## src/rtl/seg_display_capture_pkg.sv

```systemverilog
// Shared definitions for the 7-segment readback path.
// Contents: active-high a..g patterns for digits 0-9 (same table the display
// decoders drive), the blank/invalid BCD code and the capture FSM state type.
package seg_pkg;

  // Active-high segment patterns, bit 6 = a .. bit 0 = g
  localparam logic [6:0] SEG_0 = 7'b1111110;
  localparam logic [6:0] SEG_1 = 7'b0110000;
  localparam logic [6:0] SEG_2 = 7'b1101101;
  localparam logic [6:0] SEG_3 = 7'b1111001;
  localparam logic [6:0] SEG_4 = 7'b0110011;
  localparam logic [6:0] SEG_5 = 7'b1011011;
  localparam logic [6:0] SEG_6 = 7'b1011111;
  localparam logic [6:0] SEG_7 = 7'b1110000;
  localparam logic [6:0] SEG_8 = 7'b1111111;
  localparam logic [6:0] SEG_9 = 7'b1111011;

  localparam logic [3:0] BCD_INVALID = 4'hF;

  typedef enum logic [1:0] {
    IDLE,
    SETTLE,
    HELD
  } cap_state_t;

endpackage

```

## src/rtl/seg_pattern_decode.sv

```systemverilog
// Combinational inverse of the display decoder: active-high a..g pattern to BCD.
// Ports:
//   pattern  in   7  active-high segments, [6]=a .. [0]=g
//   bcd      out  4  decoded digit, BCD_INVALID when not a digit 0-9
//   valid    out  1  pattern matched one of the ten digit shapes
module seg_pattern_decode
  import seg_pkg::*;
(
  input  logic [6:0] pattern,
  output logic [3:0] bcd,
  output logic       valid
);

  always_comb begin
    bcd   = BCD_INVALID;
    valid = 1'b1;
    case (pattern)
      SEG_0:   bcd = 4'd0;
      SEG_1:   bcd = 4'd1;
      SEG_2:   bcd = 4'd2;
      SEG_3:   bcd = 4'd3;
      SEG_4:   bcd = 4'd4;
      SEG_5:   bcd = 4'd5;
      SEG_6:   bcd = 4'd6;
      SEG_7:   bcd = 4'd7;
      SEG_8:   bcd = 4'd8;
      SEG_9:   bcd = 4'd9;
      default: valid = 1'b0;
    endcase
  end

endmodule

```

## src/rtl/seg_display_capture.sv

```systemverilog
// Samples a time-multiplexed, active-low 7-segment display bus, decodes each
// settled digit back to BCD and publishes a full frame once every slot was seen.
// Optional feature macro: SEG_ERR_CNT_EN adds the saturating err_count output.
// Ports:
//   clk, rst_n    clock, asynchronous active-low reset
//   seg_n         segments active-low, [7]=a .. [1]=g, [0]=dp
//   an_n          digit enables active-low, bit i = slot i
//   frame_digits  captured BCD per slot, slot i at [4i+3:4i]
//   frame_dp      captured decimal points (active-high)
//   frame_valid   1-cycle pulse when frame_digits/frame_dp update
//   pattern_err   1-cycle pulse when a captured pattern is not a digit
//   an_err        1-cycle pulse when a sample has more than one enable low
//   err_count     (SEG_ERR_CNT_EN only) saturating error event counter
module seg_display_capture
  import seg_pkg::*;
#(
  parameter int unsigned NUM_DIGITS    = 4,
  parameter int unsigned STABLE_CYCLES = 4
) (
  input  logic                    clk,
  input  logic                    rst_n,
  input  logic [7:0]              seg_n,
  input  logic [NUM_DIGITS-1:0]   an_n,
  output logic [4*NUM_DIGITS-1:0] frame_digits,
  output logic [NUM_DIGITS-1:0]   frame_dp,
  output logic                    frame_valid,
  output logic                    pattern_err,
  output logic                    an_err
`ifdef SEG_ERR_CNT_EN
  ,
  output logic [15:0]             err_count
`endif
);

  localparam int unsigned CNT_W = $clog2(STABLE_CYCLES + 1);
  localparam logic [CNT_W-1:0] CNT_MAX = CNT_W'(STABLE_CYCLES);

  logic [7:0]              s_seg, p_seg;
  logic [NUM_DIGITS-1:0]   s_an, p_an;
  cap_state_t              state, state_next;
  logic [CNT_W-1:0]        cnt, cnt_next, cnt_inc;
  logic [4*NUM_DIGITS-1:0] shadow_digits;
  logic [NUM_DIGITS-1:0]   shadow_dp;
  logic [NUM_DIGITS-1:0]   seen, seen_next;
  logic [NUM_DIGITS-1:0]   sel;
  logic                    multi, changed, frame_full;
  logic                    capture_c, an_err_c, pattern_err_c;
  logic [3:0]              dec_bcd;
  logic                    dec_valid;

  // Input sample register plus a one-deep history for change detection
  always_ff @(posedge clk or negedge rst_n) begin
    if (!rst_n) begin
      s_seg <= '1;
      s_an  <= '1;
      p_seg <= '1;
      p_an  <= '1;
    end else begin
      s_seg <= seg_n;
      s_an  <= an_n;
      p_seg <= s_seg;
      p_an  <= s_an;
    end
  end

  seg_pattern_decode u_decode (
    .pattern (~s_seg[7:1]),
    .bcd     (dec_bcd),
    .valid   (dec_valid)
  );

  // Enable decoding: clearing the lowest set bit leaves a residue only if >1 bit set
  assign sel     = ~s_an;
  assign multi   = |(sel & (sel - NUM_DIGITS'(1)));
  assign changed = {s_an, s_seg} != {p_an, p_seg};
  assign cnt_inc = (cnt == CNT_MAX) ? cnt : cnt + CNT_W'(1);

  // Capture FSM state register
  always_ff @(posedge clk or negedge rst_n) begin
    if (!rst_n) begin
      state <= IDLE;
      cnt   <= '0;
    end else begin
      state <= state_next;
      cnt   <= cnt_next;
    end
  end

  // Capture FSM next-state and strobes
  always_comb begin
    state_next = state;
    cnt_next   = cnt;
    capture_c  = 1'b0;
    an_err_c   = 1'b0;
    if (sel == '0) begin
      state_next = IDLE;
      cnt_next   = '0;
    end else if (multi) begin
      an_err_c   = 1'b1;
      state_next = IDLE;
      cnt_next   = '0;
    end else if (changed) begin
      // A new sample is its own first settle count, so STABLE_CYCLES=1 captures here
      cnt_next = CNT_W'(1);
      if (CNT_MAX == CNT_W'(1)) begin
        capture_c  = 1'b1;
        state_next = HELD;
      end else begin
        state_next = SETTLE;
      end
    end else begin
      cnt_next = cnt_inc;
      if (state == SETTLE && cnt_inc == CNT_MAX) begin
        capture_c  = 1'b1;
        state_next = HELD;
      end
    end
  end

  assign pattern_err_c = capture_c & ~dec_valid;
  assign frame_full    = &seen;
  // A capture landing in the publish cycle starts the next frame
  assign seen_next     = (frame_full ? '0 : seen) | (capture_c ? sel : '0);

  // Shadow slot buffer, last capture per slot wins
  always_ff @(posedge clk or negedge rst_n) begin
    if (!rst_n) begin
      shadow_digits <= '0;
      shadow_dp     <= '0;
    end else if (capture_c) begin
      for (int unsigned i = 0; i < NUM_DIGITS; i++) begin
        if (sel[i]) begin
          shadow_digits[4*i +: 4] <= dec_bcd;
          shadow_dp[i]            <= ~s_seg[0];
        end
      end
    end
  end

  // Frame publish and error strobes
  always_ff @(posedge clk or negedge rst_n) begin
    if (!rst_n) begin
      seen         <= '0;
      frame_digits <= '0;
      frame_dp     <= '0;
      frame_valid  <= 1'b0;
      pattern_err  <= 1'b0;
      an_err       <= 1'b0;
    end else begin
      seen        <= seen_next;
      frame_valid <= frame_full;
      pattern_err <= pattern_err_c;
      an_err      <= an_err_c;
      if (frame_full) begin
        frame_digits <= shadow_digits;
        frame_dp     <= shadow_dp;
      end
    end
  end

`ifdef SEG_ERR_CNT_EN
  // Saturating error event counter; one increment per cycle with any error
  always_ff @(posedge clk or negedge rst_n) begin
    if (!rst_n) begin
      err_count <= '0;
    end else if ((pattern_err_c || an_err_c) && err_count != 16'hFFFF) begin
      err_count <= err_count + 16'd1;
    end
  end
`endif

endmodule

```

## config.mk

```make
export PLATFORM = sky130hd
export DESIGN_NAME = seg_display_capture
export DESIGN_NICKNAME = d
export VERILOG_FILES = /design/src/rtl/seg_display_capture_pkg.sv /design/src/rtl/seg_pattern_decode.sv /design/src/rtl/seg_display_capture.sv
export SDC_FILE = /design/constraint.sdc
export NUM_CORES = 1
export LEC_CHECK = 0
export BUFFER_PORTS_ARGS = -buffer_cell sky130_fd_sc_hd__buf_2
export CORE_MARGIN = 1
export CORE_UTILIZATION = 60
export CTS_BUF_LIST = sky130_fd_sc_hd__clkbuf_4
export DETAILED_ROUTE_END_ITERATION = 10
export PLACE_DENSITY = 0.8
export SYNTH_ARGS = -nofsm -noshare
export SYNTH_HDL_FRONTEND = slang
export SYNTH_HIERARCHICAL = 1
export SYNTH_SLANG_ARGS = --single-unit
```

## constraint.sdc

```tcl
create_clock -name clk -period 6.95 [get_ports clk]
set_input_delay 2.085 -clock clk [delete_from_list [all_inputs] [get_ports clk]]
set_output_delay 2.085 -clock clk [all_outputs]
set_load 0.01 [all_outputs]
```

Word-level counts from Yosys, hierarchy flattened:

Cells that the tools add are included.

* logic and storage cells: 71
* output and inout bits: 23
* register bits after elaboration: 76
* bits of input ports: 14

* bitwise operators: 7
* mux-type cells: 18
* $add $sub $neg: 2
* equal/unequal tests: 14
* reductions and logical operators: 10

Operators by type and width (count)
* 7-bit == test (second input constant): 8
* 4-bit case mux with 10 select lines: 1
* 7-bit by 6-bit == test with 1-bit output (second input constant): 2
* 3-bit two-way mux: 4
* 12-bit inequality test: 1
* 10-bit OR reduction: 1
* 2-bit two-way mux: 4
* 4-bit two-way mux: 2
* 2-bit AND reduction: 4
* 1-bit two-way mux: 7
* 7-bit NOT: 1
* 3-bit == test (second input constant): 2
* 4-bit bitwise AND: 1
* 4-bit logical NOT: 1
* 4-bit NOT: 1
* 4-bit OR: 1
* 4-bit AND reduction: 1
* 4-bit nonzero test: 1
* 4-bit OR reduction: 1
* 4-bit by 1-bit subtractor with 4-bit output (second input constant): 1
* 3-bit by 1-bit adder with 3-bit output (second input constant): 1
* 2-bit by 1-bit == test with 1-bit output (second input constant): 1
* 1-bit NOT: 2
* 1-bit bitwise AND: 1
* 1-bit logical AND: 1

Depth between registers and ports, before layout:

* depth in word-level cells: 10
* mapped depth: 7

Cells and area by module:

The synthesis kept the hierarchy.

Modules (own cells, without submodules)
* seg_display_capture: sequential area each 1931.9 µm², area an instance 3000.4 µm², cells an instance 233, times used 1
* seg_pattern_decode: sequential area each 0.0 µm², area an instance 210.2 µm², cells an instance 31, times used 1

Worst setup path after synthesis:

No wires, ideal clock.

* path type: register -> register
* start point: register cnt[0]
* end point: register shadow_digits[4]
* data required time: 6.825 ns
* cell stages (with the launch flop): 8
* slack: 4.447 ns
* period minus slack after synthesis: 2.503 ns
* arrival time: 2.378 ns
* path buffers: 0
* path through: dfrtp_1 -> inv_1 -> ha_1 -> or3b_1 -> a311oi_1 -> or2b_4 -> nor3_4 -> mux2_4

* cells in the longest elaborated chain, start to end: 9

RTL lines
* from (decl): line seg_display_capture.sv:41 `logic [CNT_W-1:0] cnt, cnt_next, cnt_inc;`
* from (signal assigned): line seg_display_capture.sv:85 `cnt <= cnt_next;`
* 3-bit by 1-bit adder with 3-bit output / 3-bit == test (equally long branches): line seg_display_capture.sv:76 `assign cnt_inc = (cnt == CNT_MAX) ? cnt : cnt + CNT_W'(1);`
* 3-bit two-way mux *: line seg_display_capture.sv:76
* 3-bit == test *: line seg_display_capture.sv:113 `if (state == SETTLE && cnt_inc == CNT_MAX) begin`
* 1-bit logical AND *: line seg_display_capture.sv:113
* 1-bit two-way mux *: line seg_display_capture.sv:113
* 1-bit two-way mux *: line seg_display_capture.sv:102 `end else if (changed) begin`
* 1-bit two-way mux *: line seg_display_capture.sv:98 `end else if (multi) begin`
* 1-bit two-way mux *: line seg_display_capture.sv:95 `if (sel == '0) begin`
* 2-bit AND reduction (no source line) *
* to (signal assigned): line seg_display_capture.sv:128 `shadow_digits <= '0;`
* to (signal, indexed assignment): line seg_display_capture.sv:133 `shadow_digits[4*i +: 4] <= dec_bcd;`
* to (decl): line seg_display_capture.sv:42 `logic [4*NUM_DIGITS-1:0] shadow_digits;`

Every way passes the cells marked *; elsewhere a longest branch is shown, timed or not.
A chain may end at the register's enable or synchronous reset.

Worst setup path in the final report:

* start point: register frame_digits[6]
* end point: output frame_digits[6]

RTL lines
* from (decl): line seg_display_capture.sv:24 `output logic [4*NUM_DIGITS-1:0] frame_digits,`
* from (signal assigned): line seg_display_capture.sv:155 `frame_digits <= shadow_digits;`

No word-level cell between the ends.

==> results.yml <==
synthesis:
  yosys.area.top_type_share_pct: 40.5
  syn_area_sq_mm: 0.00321
  synthTopCellsByArea: "dfrtp_1 (41%), dfstp_2 (20%), mux2_4 (7.5%)"
  synthArstFlopShare_pct: 100
  synth_compound_area_share_pct: 6.20
  yosys_most_used_dff: "dfrtp_1"
  synth-simple-area-share_pct: 16.0
  synthMuxAreaShare_pct: 8.73
  synth_commonest_cells: "nand2_1 (55), dfrtp_1 (52), dfstp_2 (24)"
  yosysTopAreaCell: "dfrtp_1"
  synthAdderAreaFrac_pct: 1.09
  yosysWarningCount: 6
  synth_sequential_area_ratio_pct: 60.2
  synth_area_per_cell_sq_um: 12.2
  synth_most_common_cell: "nand2_1"
  synth_nets: 280
  ys_ff_latch: 76
  synth_top_family_by_area: "simple AND/OR/NAND/NOR gates"
  synth-edff-count: 0
  syn_inst: 264
  synth_cell_types: 45
  synth-xor-area-share_pct: 4.36
final_layout:
  seq_area_sq_mm: 0.00193
  drive_above_1_share_pct: 34.0
  n_fill_cell: 394
  multi_input_area_sq_mm: 0.00117
  n_antenna_cell: 0
  syn_to_final_growth_pct: 12.9
  layout.nets: 320
  fin_area_sq_mm: 0.00362
drt:
  dr_wl_met2_um: 2380
  drt_wl_total_um: 5060
  dr_wl_met3_um: 224
  routed_via_density: 5.13
  drtIter0Drc: 111
  route.detailed.drc: 0
  wire_per_inst_um: 13.4
  highest_layer: "met4"
  drt_pass1_iterations: 4
  vias: 1944
  antenna_left: 0
  wl_met1_um: 2310
timing:
  holdWs_ns: 0.383
  setup_viol: 0
  fin_crit_ns: 3.06
  tns_ns: 0
  hold_violations: 0
  finalMaxSlewViolations: 0
  worstMarginPinSlew_ns: 0.891
  max_freq_mhz: 327
  rsz0062_at_grt: "false"
  fin_crit_sh_pct: 44.0
  final.setup.worst_slack_ns: 3.89
  slew_headroom_pct: 40.6
  fin_skew_ns: 0.0173
global_route:
  antenna_found_initial: 0
  grt_start_max_net_pins: 77
  overflow: 0
  grtUsageTotal_pct: 20.4
  grt_pass1_vias: 1773
  grt_pass1_wl_um: 8180
critical_path:
  crit_fanout: 2
  critical_path.slowest_cell: "dfrtp_1"
  start_kind: "flop"
  slowest_delay_ns: 0.41
  worstPathRequired_ns: 4.87
  crit_family: "flip-flops"
  rrSetupSlack_ns: 4.16
  cp.arrival_ns: 0.97
  path_cells: "buf_2"
  regToRegEndpoint: "shadow_digits[4]"
  reg2reg_depth: 7
  setup.worst_path.class: "flop to primary output"
  end_kind: "primary output"
  path_buf_inv: 1
  worstReg2RegStart: "cnt[0]"
min_path:
  whs_endpoint: "p_seg[4]"
  hold_class: "flop to flop"
  worstHoldStart: "s_seg[4]"
  holdPathStages: 0
clock_network:
  cts_tree: "yes"
  root_buffer: "clkbuf_4"
  cts_hold_buf: 0
  clk_latency_ns: 0.42
  cts_buffer_depth: 2
  numCtsBuffers: 9
  clk_pin_slew_ns: 0.13
  cts_sinks: 76
  post_cts_buffers: 0
  cts_resized: 0
  htreeDepth: 3
floorplan:
  start_util_pct: 62.5
  die_x_um: 75.2
  core_sq_mm: 0.00514
  fp.dieH_um: 75.2
  die-area_sq_mm: 0.00565
  num_rows: 26
  io_pins: 37
placement:
  port_buffers: 36
  dp_slack_ns: 4.02
  hpwl_um: 3430
  dpl_cell_area_sq_mm: 0.00344
  gp_congestion: 0.816
job:
  max_cap_viol_count: 0
power_and_ir_drop:
  p_per_area_mw_per_mm2: 230
  peakVddDrop_mv: 0.229
  cellLeakagePower_nw: 1.84
run_status:
  status: "finished clean"
layer usage:
metal	up-vias	global-route usage [%]
met2	50	31.5
met5	-	0
met4	0	12.1
li1	965	-
met3	15	4.82
met1	914	26.5
worst max-delay path by stage:
stage,start,cells past startpoint,slack (ns),end
3_5_place_dp,rst_n,2,4.02,shadow_dp[3]
4_1_cts,frame_digits[6],1,3.87,frame_digits[6]
5_1_grt,frame_digits[6],1,3.85,frame_digits[6]
6_report,frame_digits[6],1,3.89,frame_digits[6]
2_1_floorplan,cnt[0],7,4.45,shadow_digits[4]
3_3_place_gp,rst_n,2,4.02,shadow_dp[1]
registers in the layout, summed over array words and instances (netlist names):
| register | cells |
|---|---|
| an_err | 1 |
| cnt | 3 |
| frame_digits | 16 |
| frame_dp | 4 |
| frame_valid | 1 |
| p_an | 4 |
| p_seg | 8 |
| pattern_err | 1 |
| s_an | 4 |
| s_seg | 8 |
| seen | 4 |
| shadow_digits | 16 |
| shadow_dp | 4 |
| state | 2 |
report_power, final:
part	total, mW	switching (mW)	internal, mW
clock	0.328	0.147	0.181
combinational	0.0395	0.0238	0.0157
sequential	0.466	0.00915	0.457
through the flow:
stage	utilization, %	power, mW	cells
detailed placement	67.0	0.514	363
global placement	67.0	0.512	363
finish	70.5	0.833	379
floorplan	-	0.496	264
global route	70.5	0.864	379
CTS	70.5	0.843	379
cell usage in the layout (no fill, tap or decap), types with 2 or more instances in the layout:
cell type,n
bufinv_16,3
and3_1,2
mux2_4,16
nand4_1,4
dfrtp_1,52
xnor2_1,10
o22ai_1,2
and4b_1,2
buf_4,2
nor3_4,4
clkinv_2,2
or3b_1,2
nor2_1,8
ha_1,2
nor3_1,3
a21o_1,5
nand3b_1,4
dfstp_2,24
o21ai_0,7
xor2_1,6
inv_1,15
clkbuf_4,9
buf_2,36
clkinvlp_4,2
nand2b_1,2
mux2i_1,4
nand3_1,2
and2_1,2
a21oi_1,5
a311oi_1,2
nand2_1,55
cell type report:
type,instances,share of cell area (%)
well taps,70,2.42
clock inverters,7,3.18
repair buffers,38,5.38
inverters,16,1.66
multi-input cells,163,32.2
clock buffers,9,1.86
flip-flops and latches,76,53.3
logic make-up after synthesis:
group / after synthesis
buf+inv: 25
flops: 76
xor+xnor: 16
mux: 20
simple gates: 96
fa+ha+maj: 3
compound gates: 28
Note: power is estimated with default switching activity, not from simulation.
